$ cat config.mk
export PLATFORM = sky130hd
export DESIGN_NAME = execution_alu_control
export DESIGN_NICKNAME = d
export VERILOG_FILES = /design/src/rtl/alu_ctrl_pkg.sv /design/src/rtl/execution_alu_decode.sv /design/src/rtl/execution_alu_control.sv
export SDC_FILE = /design/constraint.sdc
export NUM_CORES = 1
export LEC_CHECK = 0
export ABC_AREA = 1
export CAP_MARGIN = 10
export CORE_AREA = 10 10 47 49
export CTS_BUF_LIST = sky130_fd_sc_hd__clkbuf_4
export DETAILED_ROUTE_END_ITERATION = 8
export DIE_AREA = 0 0 57 59
export PLACE_DENSITY_LB_ADDON = 0.05
export SYNTH_ARGS = -nofsm -noshare
export SYNTH_HDL_FRONTEND = slang
export SYNTH_HIERARCHICAL = 1
export SYNTH_SLANG_ARGS = --single-unit
export TNS_END_PERCENT = 1
$ cat constraint.sdc
create_clock -name clk -period 0.8 [get_ports clk]
set_input_delay 0.16 -clock clk [delete_from_list [all_inputs] [get_ports clk]]
set_output_delay 0.16 -clock clk [all_outputs]
set_load 0.02 [all_outputs]
$ cat src/rtl/alu_ctrl_pkg.sv
// Shared encodings for the EX-stage ALU control and the ALU itself:
// ALUOp codes from main control, R-type funct codes, and 3-bit ALU selects.
package alu_ctrl_pkg;

  typedef logic [1:0] aluop_t;
  typedef logic [5:0] funct_t;
  typedef logic [2:0] sel_t;

  localparam aluop_t ALUOP_ADD   = 2'b00;
  localparam aluop_t ALUOP_SUB   = 2'b01;
  localparam aluop_t ALUOP_RTYPE = 2'b10;
  localparam aluop_t ALUOP_RSVD  = 2'b11;

  localparam funct_t F_ADD  = 6'b100000;
  localparam funct_t F_ADDU = 6'b100001;
  localparam funct_t F_SUB  = 6'b100010;
  localparam funct_t F_SUBU = 6'b100011;
  localparam funct_t F_AND  = 6'b100100;
  localparam funct_t F_OR   = 6'b100101;
  localparam funct_t F_XOR  = 6'b100110;
  localparam funct_t F_NOR  = 6'b100111;
  localparam funct_t F_SLT  = 6'b101010;

  // 3'b101 is intentionally unassigned.
  localparam sel_t SEL_AND = 3'b000;
  localparam sel_t SEL_OR  = 3'b001;
  localparam sel_t SEL_ADD = 3'b010;
  localparam sel_t SEL_XOR = 3'b011;
  localparam sel_t SEL_NOR = 3'b100;
  localparam sel_t SEL_SUB = 3'b110;
  localparam sel_t SEL_SLT = 3'b111;

endpackage

$ cat src/rtl/execution_alu_decode.sv
// Combinational ALUOp/funct decode into the next ALU select and illegal flag.
// Unsupported or unknown codes fall back to ADD with illegal raised.
module execution_alu_decode
  import alu_ctrl_pkg::*;
(
  input  logic [1:0] ALUOp,
  input  logic [5:0] funct,
  output logic [2:0] sel_nxt,
  output logic       illegal_nxt
);

  always_comb begin
    sel_nxt     = SEL_ADD;
    illegal_nxt = 1'b0;
    case (ALUOp)
      ALUOP_ADD: sel_nxt = SEL_ADD;
      ALUOP_SUB: sel_nxt = SEL_SUB;
      ALUOP_RTYPE: begin
        case (funct)
          F_ADD, F_ADDU: sel_nxt = SEL_ADD;
          F_SUB, F_SUBU: sel_nxt = SEL_SUB;
          F_AND:         sel_nxt = SEL_AND;
          F_OR:          sel_nxt = SEL_OR;
          F_XOR:         sel_nxt = SEL_XOR;
          F_NOR:         sel_nxt = SEL_NOR;
          F_SLT:         sel_nxt = SEL_SLT;
          default:       illegal_nxt = 1'b1;
        endcase
      end
      ALUOP_RSVD: illegal_nxt = 1'b1;
      // X/Z on ALUOp lands here and is treated as unsupported.
      default:    illegal_nxt = 1'b1;
    endcase
  end

endmodule

$ cat src/rtl/execution_alu_control.sv
// MIPS EX-stage ALU control: decode plus one enable-gated register stage,
// asynchronously reset to ADD / not-illegal.
module execution_alu_control
  import alu_ctrl_pkg::*;
(
  input  logic       clk,
  input  logic       rst,
  input  logic       en,
  input  logic [1:0] ALUOp,
  input  logic [5:0] funct,
  output logic [2:0] select,
  output logic       illegal
);

  logic [2:0] sel_nxt;
  logic       illegal_nxt;

  execution_alu_decode u_decode (
    .ALUOp       (ALUOp),
    .funct       (funct),
    .sel_nxt     (sel_nxt),
    .illegal_nxt (illegal_nxt)
  );

  // en = 0 is a pipeline stall: hold the previous decode.
  always_ff @(posedge clk or posedge rst) begin
    if (rst) begin
      select  <= SEL_ADD;
      illegal <= 1'b0;
    end else if (en) begin
      select  <= sel_nxt;
      illegal <= illegal_nxt;
    end
  end

endmodule

==> run summary <==
Most common cell after layout, fill and taps aside: nand2_1
Clock network power share: 40.5%
Routed wire per std cell: 9.46 µm
Initial Util: 27.4%
Yosys top cell area share: 20.5%
WP buf/inv: 1
H-tree levels: 1
Post-DP HPWL: 813 µm
Fin. Hold Viols: 0
Met1 GRT Util: 6.45%
Delay-heaviest family, CP: flip-flops
Detail Route Antenna Nets: 0
Critical path data arrival time: 870 ps
Sw Pwr: 0.225 mW
CP cell instances: buf_6
GR Layer Usage met3: 3.00%
Synthesized net count: 74
Drt via density: 4.24
Final Critical Period: 1030 ps
Clk_skew: 0 ps
Core Area: 0.00140 mm²
Cell Rows: 14
Worst Tran Pin Value: 217 ps
GRT Total Usage: 6.28%
TritonCTS Sinks: 4
Status: finished with violations
Post-synthesis sequential area ratio: 26.4%
Post-CTS Setup Repair Bufs: 0
Die Span Y: 59 µm
Vias: 424
Worst r2r src: select[0]$_DFFE_PP0P_
Switching share of power: 28.8%
Largest net degree at the start of global routing: 9
Placed cell areas: 606 µm²
Total Routed Length: 946 µm
Crit-path slowest cell: dfstp_2
Post-route cell area: 642 µm²
Hold Path Class: input port to asynchronous set/reset pin
Final setup fails: 7
Crit path from: select[1]$_DFFE_PP1P_
RSZ-0062 raised after global routing: true
Number of remaining DRC errors: 0
Fin worst setup slack: -233 ps
CP required: 640 ps
Drt pass-1 iters: 2
Final slew viol count: 0
Layout cells sized above 1: 44.0%
Syn Area/Cell: 6.40 µm²
Mapped Area: 384 µm²
Reg2Reg Setup Slack: 90 ps
Initial drt markers: 3
Pwr Density: 1220 mW/mm²
Port buffer count: 14
Top cells by area, synth: nand2_1 (21%), dfrtp_1 (20%), inv_1 (12%), ha_1 (9.8%), dfstp_2 (6.8%)
Area growth from synthesis to layout: 67.1%
Max Cap Violations: 0
Diodes inserted: 0
Max Clk Rate: 968 MHz
CP max stage delay: 530 ps
Ports: 15
Yosys cell types: 16
Combinational power share: 29.9%
CTS tree: done
Crit Path Class: flip-flop to output port
GPL Wtd Cong: 0.765
Area leader, netlist: nand2_1
Synth warnings: 6
Reg clk slew, reported paths: 40 ps
First-pass GRT wire length: 1790 µm
Final setup TNS: -709 ps
Nets: 99
Reg2reg path depth: 3
Die W: 57 µm
Crit end category: output port
Commonest cells after routing, fill and taps aside: nand2_1 (21), inv_1 (9), inv_2 (5), buf_4 (5)
GR Overflow Total: 0
Type of origin of the critical path: flip-flop
CTS buffer count: 3
CTS Buffer Depth: 2
Clk Latency, worst-skew pair: 240 ps
Period Utilization, post-route: 129%
Met2 GRT Util: 11.0%
Critical-path maximum fanout: 2
Internal power: 0.557 mW
R2r endpoint: select[0]$_DFFE_PP0P_
Synth Register Bits: 4
Die Area: 0.00336 mm²
Cells after synthesis: 60
Clk root buf: clkbuf_4
Max_slew headroom: 85.5%
Max VDD drop: 720 µV
Pleak: 0.346 nW
Failing checks: setup timing
GR peak layer: met2
Number of global-route vias before repair: 453
Sequential power share: 29.6%
Initial antenna violation count: 0
[kinds of logic after synthesis]
group	share of synthesized area (%)
AO/OA/AOI/OAI	9.45
adder cells (fa/ha/maj)	9.77
buffers and inverters	13.7
flip-flops	26.4
AND/OR/NAND/NOR	40.7
[registers in the layout, summed over array words and instances, names as in the netlist]
| name | cells |
|---|---|
| select | 3 |
| illegal | 1 |
[area by class of cell]
| cell class | count | area (µm²) |
|---|---|---|
| clock buffers | 4 | 30.0 |
| fillers | 174 | 759 |
| inverters | 14 | 52.6 |
| multi-input cells | 42 | 268 |
| flip-flops and latches | 4 | 101 |
| well taps | 16 | 20.0 |
| repair buffers | 20 | 170 |
[routing by layer]
metal / wire (µm) / up-vias
li1: - / 231
met1: 409 / 183
met2: 468 / 10
met3: 68 / 0
met4: 0 / 0
met5: 0 / -
[cell usage after synthesis]
cell,instances
nand2_1,21
inv_1,12
nand3_1,5
dfrtp_1,3
ha_1,3
nor2_1,3
inv_2,2
nor2_2,2
nor2_4,2
a21boi_1,1
a21oi_1,1
dfstp_2,1
nand4_1,1
o2111ai_1,1
o211ai_1,1
o21bai_1,1
[power by group through the flow]
| stage | registers (mW) | logic [mW] | clock network (mW) |
|---|---|---|---|
| 2_1_floorplan | 0.253 | 0.0898 | 0 |
| 3_3_place_gp | 0.233 | 0.245 | 0 |
| 3_5_place_dp | 0.234 | 0.243 | 0 |
| 4_1_cts | 0.232 | 0.242 | 0.327 |
| 5_1_grt | 0.234 | 0.267 | 0.339 |
| 6_report | 0.231 | 0.234 | 0.317 |
[what timing repair did]
action / in CTS / in global routing
endpoints found under the setup margin: 8 / 8
hold buffers: 0 / 0
pin swaps: 6 / 3
gates resized for setup: 46 / 2
[stage by stage]
stage	hold slack (ps)	cells	power [mW]	util (%)	setup slack (ps)
global route	125	100	0.840	45.8	-266
CTS	95.3	100	0.800	46.5	-244
floorplan	-74.6	60	0.343	-	-34.4
detailed placement	357	96	0.477	43.2	-628
global placement	358	96	0.478	43.2	-644
finish	93.9	100	0.782	45.8	-233
[worst max path at each step]
stage	to	slack, ps	cells past startpoint
2_1_floorplan	illegal$_DFFE_PP0P_	-30	9
5_1_grt	select[1]	-270	1
3_5_place_dp	illegal$_DFFE_PP0P_	-630	10
6_report	select[1]	-230	1
4_1_cts	select[1]	-240	1
3_3_place_gp	select[0]$_DFFE_PP0P_	-640	6
(Power assumes the default switching activity.)
